### src/rtl/ps2_scancode_decoder.sv
// ps2_scancode_decoder: turns PS/2 set-2 byte sequences into single-cycle key events with arrow held state
module ps2_scancode_decoder #(
  parameter int TIMEOUT_CYCLES = 2_500_000
) (
  input  logic       CLOCK_50,
  input  logic       reset,
  input  logic [7:0] received_data,
  input  logic       received_data_en,
  output logic       key_event_valid,
  output logic [7:0] key_code,
  output logic       key_extended,
  output logic       key_released,
  output logic [3:0] arrow_held,
  output logic       seq_timeout
);
  localparam int TW = (TIMEOUT_CYCLES > 2) ? $clog2(TIMEOUT_CYCLES) : 1;
  typedef enum logic [2:0] {IDLE, EXT, BRK, EXT_BRK, PAUSE} state_t;
  state_t state, state_nx;
  logic [2:0] skip, skip_nx;
  logic [TW-1:0] tmr, tmr_nx;
  logic ev, ev_ext, ev_rel, tmo;
  logic [7:0] ev_code;
  logic [3:0] amask, arrow_nx;
  logic is_ign;
  assign is_ign = received_data inside {8'hFA, 8'hAA, 8'hEE, 8'hFE, 8'h00, 8'hFF};
  assign amask = {ev_code == 8'h75, ev_code == 8'h72, ev_code == 8'h6B, ev_code == 8'h74};
  assign arrow_nx = (ev && ev_ext) ? (ev_rel ? arrow_held & ~amask : arrow_held | amask) : arrow_held;
  // next state: a byte always wins over the timeout; prefixes in break states restart as from IDLE
  always_comb begin
    state_nx = state;
    skip_nx = skip;
    tmr_nx = (state == IDLE) ? '0 : tmr + 1'b1;
    ev = 1'b0;
    ev_ext = 1'b0;
    ev_rel = 1'b0;
    ev_code = received_data;
    tmo = 1'b0;
    if (received_data_en) begin
      tmr_nx = '0;
      if (state == PAUSE) begin
        skip_nx = skip - 3'd1;
        if (skip <= 3'd1) begin
          ev = 1'b1;
          ev_code = 8'hE1;
          state_nx = IDLE;
        end
      end else if (is_ign) state_nx = IDLE;
      else if (received_data == 8'hF0) state_nx = (state == EXT) ? EXT_BRK : BRK;
      else if (received_data == 8'hE0) state_nx = EXT;
      else if (received_data == 8'hE1) begin
        state_nx = PAUSE;
        skip_nx = 3'd7;
      end else begin
        ev = 1'b1;
        ev_ext = (state == EXT) || (state == EXT_BRK);
        ev_rel = (state == BRK) || (state == EXT_BRK);
        state_nx = IDLE;
      end
    end else if (state != IDLE && tmr == TW'(TIMEOUT_CYCLES - 1)) begin
      state_nx = IDLE;
      skip_nx = 3'd0;
      tmr_nx = '0;
      tmo = 1'b1;
    end
  end
  // registered state and outputs; event fields hold between events
  always_ff @(posedge CLOCK_50) begin
    if (reset) begin
      state <= IDLE;
      skip <= 3'd0;
      tmr <= '0;
      key_event_valid <= 1'b0;
      key_code <= 8'h00;
      key_extended <= 1'b0;
      key_released <= 1'b0;
      arrow_held <= 4'b0000;
      seq_timeout <= 1'b0;
    end else begin
      state <= state_nx;
      skip <= skip_nx;
      tmr <= tmr_nx;
      key_event_valid <= ev;
      key_code <= ev ? ev_code : key_code;
      key_extended <= ev ? ev_ext : key_extended;
      key_released <= ev ? ev_rel : key_released;
      arrow_held <= arrow_nx;
      seq_timeout <= tmo;
    end
  end
endmodule

### config.mk
export PLATFORM = sky130hd
export DESIGN_NAME = ps2_scancode_decoder
export DESIGN_NICKNAME = d
export VERILOG_FILES = /design/src/rtl/ps2_scancode_decoder.sv
export SDC_FILE = /design/constraint.sdc
export NUM_CORES = 1
export LEC_CHECK = 0
export ABC_AREA = 1
export CAP_MARGIN = 20
export CORE_ASPECT_RATIO = 0.6
export CORE_MARGIN = 2
export CORE_UTILIZATION = 50
export CTS_CLUSTER_SIZE = 10
export DETAILED_ROUTE_END_ITERATION = 16
export PLACE_DENSITY = 0.83
export SLEW_MARGIN = 40
export SYNTH_ARGS = -nofsm -noshare
export SYNTH_HDL_FRONTEND = slang
export SYNTH_SLANG_ARGS = --single-unit
export TNS_END_PERCENT = 100
### constraint.sdc
create_clock -name CLOCK_50 -period 1.64 [get_ports CLOCK_50]
set_clock_uncertainty 0.1 [all_clocks]
set_input_delay 0.328 -clock CLOCK_50 [delete_from_list [all_inputs] [get_ports CLOCK_50]]
set_output_delay 0.328 -clock CLOCK_50 [all_outputs]
set_load 0.05 [all_outputs]
==> summary.log, run 1 <==
INFO  layout         share_of_post_route_cells_with_drive_strength_above_1=0.382
INFO  setup_path     path_cells=inv_4, buf_4, nor3_4, nand4_1, buf_4, buf_4, a21oi_2
INFO  floorplan      die_width=92.8µm
INFO  placement      place.gp.congestion=1.05
INFO  clock_network  cts-root-to-sink-buffers=2
INFO  yosys          postSynth.asyncResetShare=0
INFO  detailed_routing post_drt_via_cell_ratio=5.61
INFO  yosys          dominantRegCellSynth=dfxtp_1
INFO  setup_path     timing.setup.critical_path_class=flip-flop to flip-flop
INFO  setup_path     required_time_at_the_worst_slack_endpoint=1.80ns
INFO  setup_path     path_delay_family=buffers and inverters
INFO  sta            final_max_slew_viol_count=0
INFO  detailed_routing drt_total_wl=8030µm
INFO  clock_network  cts_num_sinks=44
INFO  floorplan      core_region_area=4560µm²
INFO  clock_network  clock_insertion_delay_worst_skew=0.31ns
INFO  setup_path     path_common_cell=buf_4
INFO  yosys          synthCells=351
INFO  flow_run       max_cap_viol_count=0
INFO  yosys          synth_warnings=0
INFO  yosys          synth.largest_area_cell=dfxtp_1
INFO  power_and_ir_drop power.total=2.30mW
INFO  detailed_routing drt.antenna.violating_nets=0
INFO  sta            slew-limit-headroom=0.705
INFO  yosys          synth.ff_latch_count=44
INFO  sta            report.final.hold_viol_count=0
INFO  clock_network  cts_made_buffers=5
INFO  power_and_ir_drop leakagePower=1.44nW
INFO  clock_network  clock-root-buffer=clkbuf_8
INFO  power_and_ir_drop peakVddDrop=0.502mV
INFO  floorplan      initial_core_util=0.518
INFO  yosys          netlist_area=2360µm²
INFO  floorplan      die-area=5310µm²
INFO  global_route   antenna_violations_before_repair=0
INFO  clock_network  clk_transition_reported_paths=0.09ns
INFO  yosys          synth-edff-count=0
INFO  global_route   grt_remaining_overflow=0
INFO  power_and_ir_drop power.density=628nW/µm²
INFO  clock_network  ctsHtreeMaxLevel=2
INFO  floorplan      io_pins=27
INFO  global_route   grt_max_degree=14
INFO  setup_path     cp.buffers_inverters=4
INFO  yosys          synth_top_area_frac=0.373
INFO  detailed_routing first_iter_violations=354
INFO  global_route   via_count_of_the_first_global_routing_pass=2454
INFO  yosys          post_synth_num_cell_types=35
INFO  floorplan      fp-row-count=19
INFO  floorplan      fp.dieH=57.3µm
INFO  global_route   grt_first_pass_wirelength=11600µm
INFO  layout         area_delta_synth_final=55.2%
INFO  sta            setup-violations-final=0
INFO  yosys          synth_commonest_cells=nand2_1, nor2_1, dfxtp_1, inv_1, nand3_1
INFO  detailed_routing drt_pre_antenna_iters=5
INFO  worst_hold_path worstHoldPathType=input pin to flip-flop
INFO  clock_network  cts_tree=built
INFO  sta            maxClockFrequency=610MHz
INFO  sta            timing.final.crit_period=1.64ns
INFO  detailed_routing drt_drc_violations_left=0
INFO  placement      buffer_ports.inserted=26
INFO  setup_path     slowest_cp_cell=dfxtp_2
INFO  sta            layout_worst_path_cycle_share=1.00
INFO  setup_path     start_kind=flip-flop
INFO  setup_path     critPathMaxStageDelay=0.37ns
INFO  sta            fin_hold_ws=0.359ns
INFO  yosys          ys_top_cells_by_area=dfxtp_1, nand2_1, nor2_1
INFO  layout         num-nets-final=458
INFO  setup_path     critPathCaptureType=flip-flop
INFO  run_status     outcome=complete, no violations
INFO  setup_path     cp_data_arrival_time=1.79ns
INFO  yosys          synth_area_per_cell=6.73µm²
INFO  yosys          synth_fp_nets=365
INFO  global_route   track_usage=0.278
INFO  yosys          yosysSeqAreaShare=0.373
INFO  placement      place.detailed.hpwl=5320µm
INFO  sta            worst-slew-pin-transition=0.438ns
INFO  detailed_routing vias=2851
INFO  detailed_routing average_detailed_routed_wire_length_per_instance=15.8µm
INFO  setup_path     critical_path.max_fanout=4
INFO  yosys          cell_with_the_most_instances_after_synthesis=nand2_1
INFO  sta            setup_repair_after_global_routing_missed_its_margin=yes
INFO  layout         n_antenna_cell=0
-- routing by layer --
layer	wire length, µm	global-route usage
met1	3620	0.409
met2	3520	0.411
met3	661	0.0647
met4	236	0.0798
met5	0	0
-- cells by family (layout without fill, tap and decap cells) --
family | after synthesis | count (layout) | share of synthesized area
AND/OR/NAND/NOR | 215 | 215 | 0.429
buffers and inverters | 49 | 143 | 0.0863
XOR/XNOR | 3 | 3 | 0.0111
AO/OA/AOI/OAI | 37 | 37 | 0.0852
adder cells (fa/ha/maj) | 3 | 3 | 0.0159
flip-flops | 44 | 44 | 0.373
-- sequential cells by signal (all words and copies together) (netlist names), named ones only --
register         flops
skip                 3
key_extended         1
key_code             8
state                3
key_event_valid      1
tmr                 22
seq_timeout          1
key_released         1
-- timing repair --
action,4_1_cts,5_1_grt
pin swaps,10,15
setup endpoints to repair,43,42
resized for setup,36,63
setup buffers,8,4
hold buffers,0,0
-- tightest hold or removal path, cell delays in order --
cell and delay, ns:
clkbuf_2 0.12, buf_4 0.12, o21ai_1 0.08, nor2_1 0.08
-- worst paths after layout --
check	startpoint	to	slack [ns]	cells after the start
hold / removal	received_data[5]	key_code[5]$_SDFFE_PP0P_	0.36	4
hold reg to reg	skip[1]$_SDFFE_PP0P_	skip[1]$_SDFFE_PP0P_	0.40	2
setup / recovery	state[0]$_SDFFE_PP0P_	key_extended$_SDFFE_PP0P_	0.0006	7
setup reg to reg	state[0]$_SDFFE_PP0P_	key_extended$_SDFFE_PP0P_	0.0006	7
-- layout by cell type, fill, tap and decap left out, types with 4 or more instances in the layout --
| cell type | instances |
|---|---|
| dfxtp_1 | 34 |
| clkdlybuf4s15_1 | 4 |
| nor2_4 | 8 |
| o21ai_0 | 4 |
| nor3_1 | 18 |
| nand2_1 | 52 |
| buf_12 | 16 |
| inv_2 | 7 |
| nand3_1 | 22 |
| nand4_1 | 13 |
| inv_1 | 34 |
| buf_4 | 64 |
| nor3_2 | 5 |
| nor2_1 | 48 |
| nand2_4 | 4 |
| nor2_2 | 13 |
| o211ai_1 | 4 |
| a21oi_1 | 22 |
| dfxtp_2 | 10 |
| nand3_2 | 4 |
| nand2_2 | 13 |
| clkbuf_8 | 5 |
-- per-stage QoR --
step | setup WS [ns] | TNS (ns) | instances | area [µm²] | utilization
after floorplan | 0.00478 | 0 | 351 | 2360 | -
after global placement | -0.593 | -12.14 | 489 | 3240 | 0.709
after detailed placement | -0.629 | -13.73 | 489 | 3240 | 0.709
after CTS | 0.00629 | 0 | 504 | 3460 | 0.758
after global routing | -0.0715 | -0.993 | 508 | 3670 | 0.803
final | 0.000577 | 0 | 508 | 3670 | 0.803
-- area by class of cell --
| class | instances | area, µm² |
|---|---|---|
| flip-flops and latches | 44 | 893 |
| clock inverters | 2 | 35.0 |
| inverters | 42 | 160 |
| repair buffers | 93 | 917 |
| clock buffers | 6 | 72.6 |
| well taps | 63 | 78.8 |
| multi-input cells | 258 | 1510 |
| fillers | 277 | 897 |
-- where the power goes --
part / total [mW] / switching [mW] / internal [mW]
logic: 0.352 / 0.192 / 0.160
clock network: 0.843 / 0.390 / 0.452
registers: 1.11 / 0.0190 / 1.09
Power figures use the tool's default switching activity.
==> inputs of run 2 (changes only) <==
--- a/config.mk
+++ b/config.mk
@@ -12,6 +12,7 @@
 export CORE_UTILIZATION = 50
 export CTS_CLUSTER_SIZE = 10
 export DETAILED_ROUTE_END_ITERATION = 16
+export HOLD_SLACK_MARGIN = 0.02
 export PLACE_DENSITY = 0.83
 export SLEW_MARGIN = 40
 export SYNTH_ARGS = -nofsm -noshare
==> results of run 2 <==
Same layout as run 1: the final DEF is identical, and so are final timing and power.
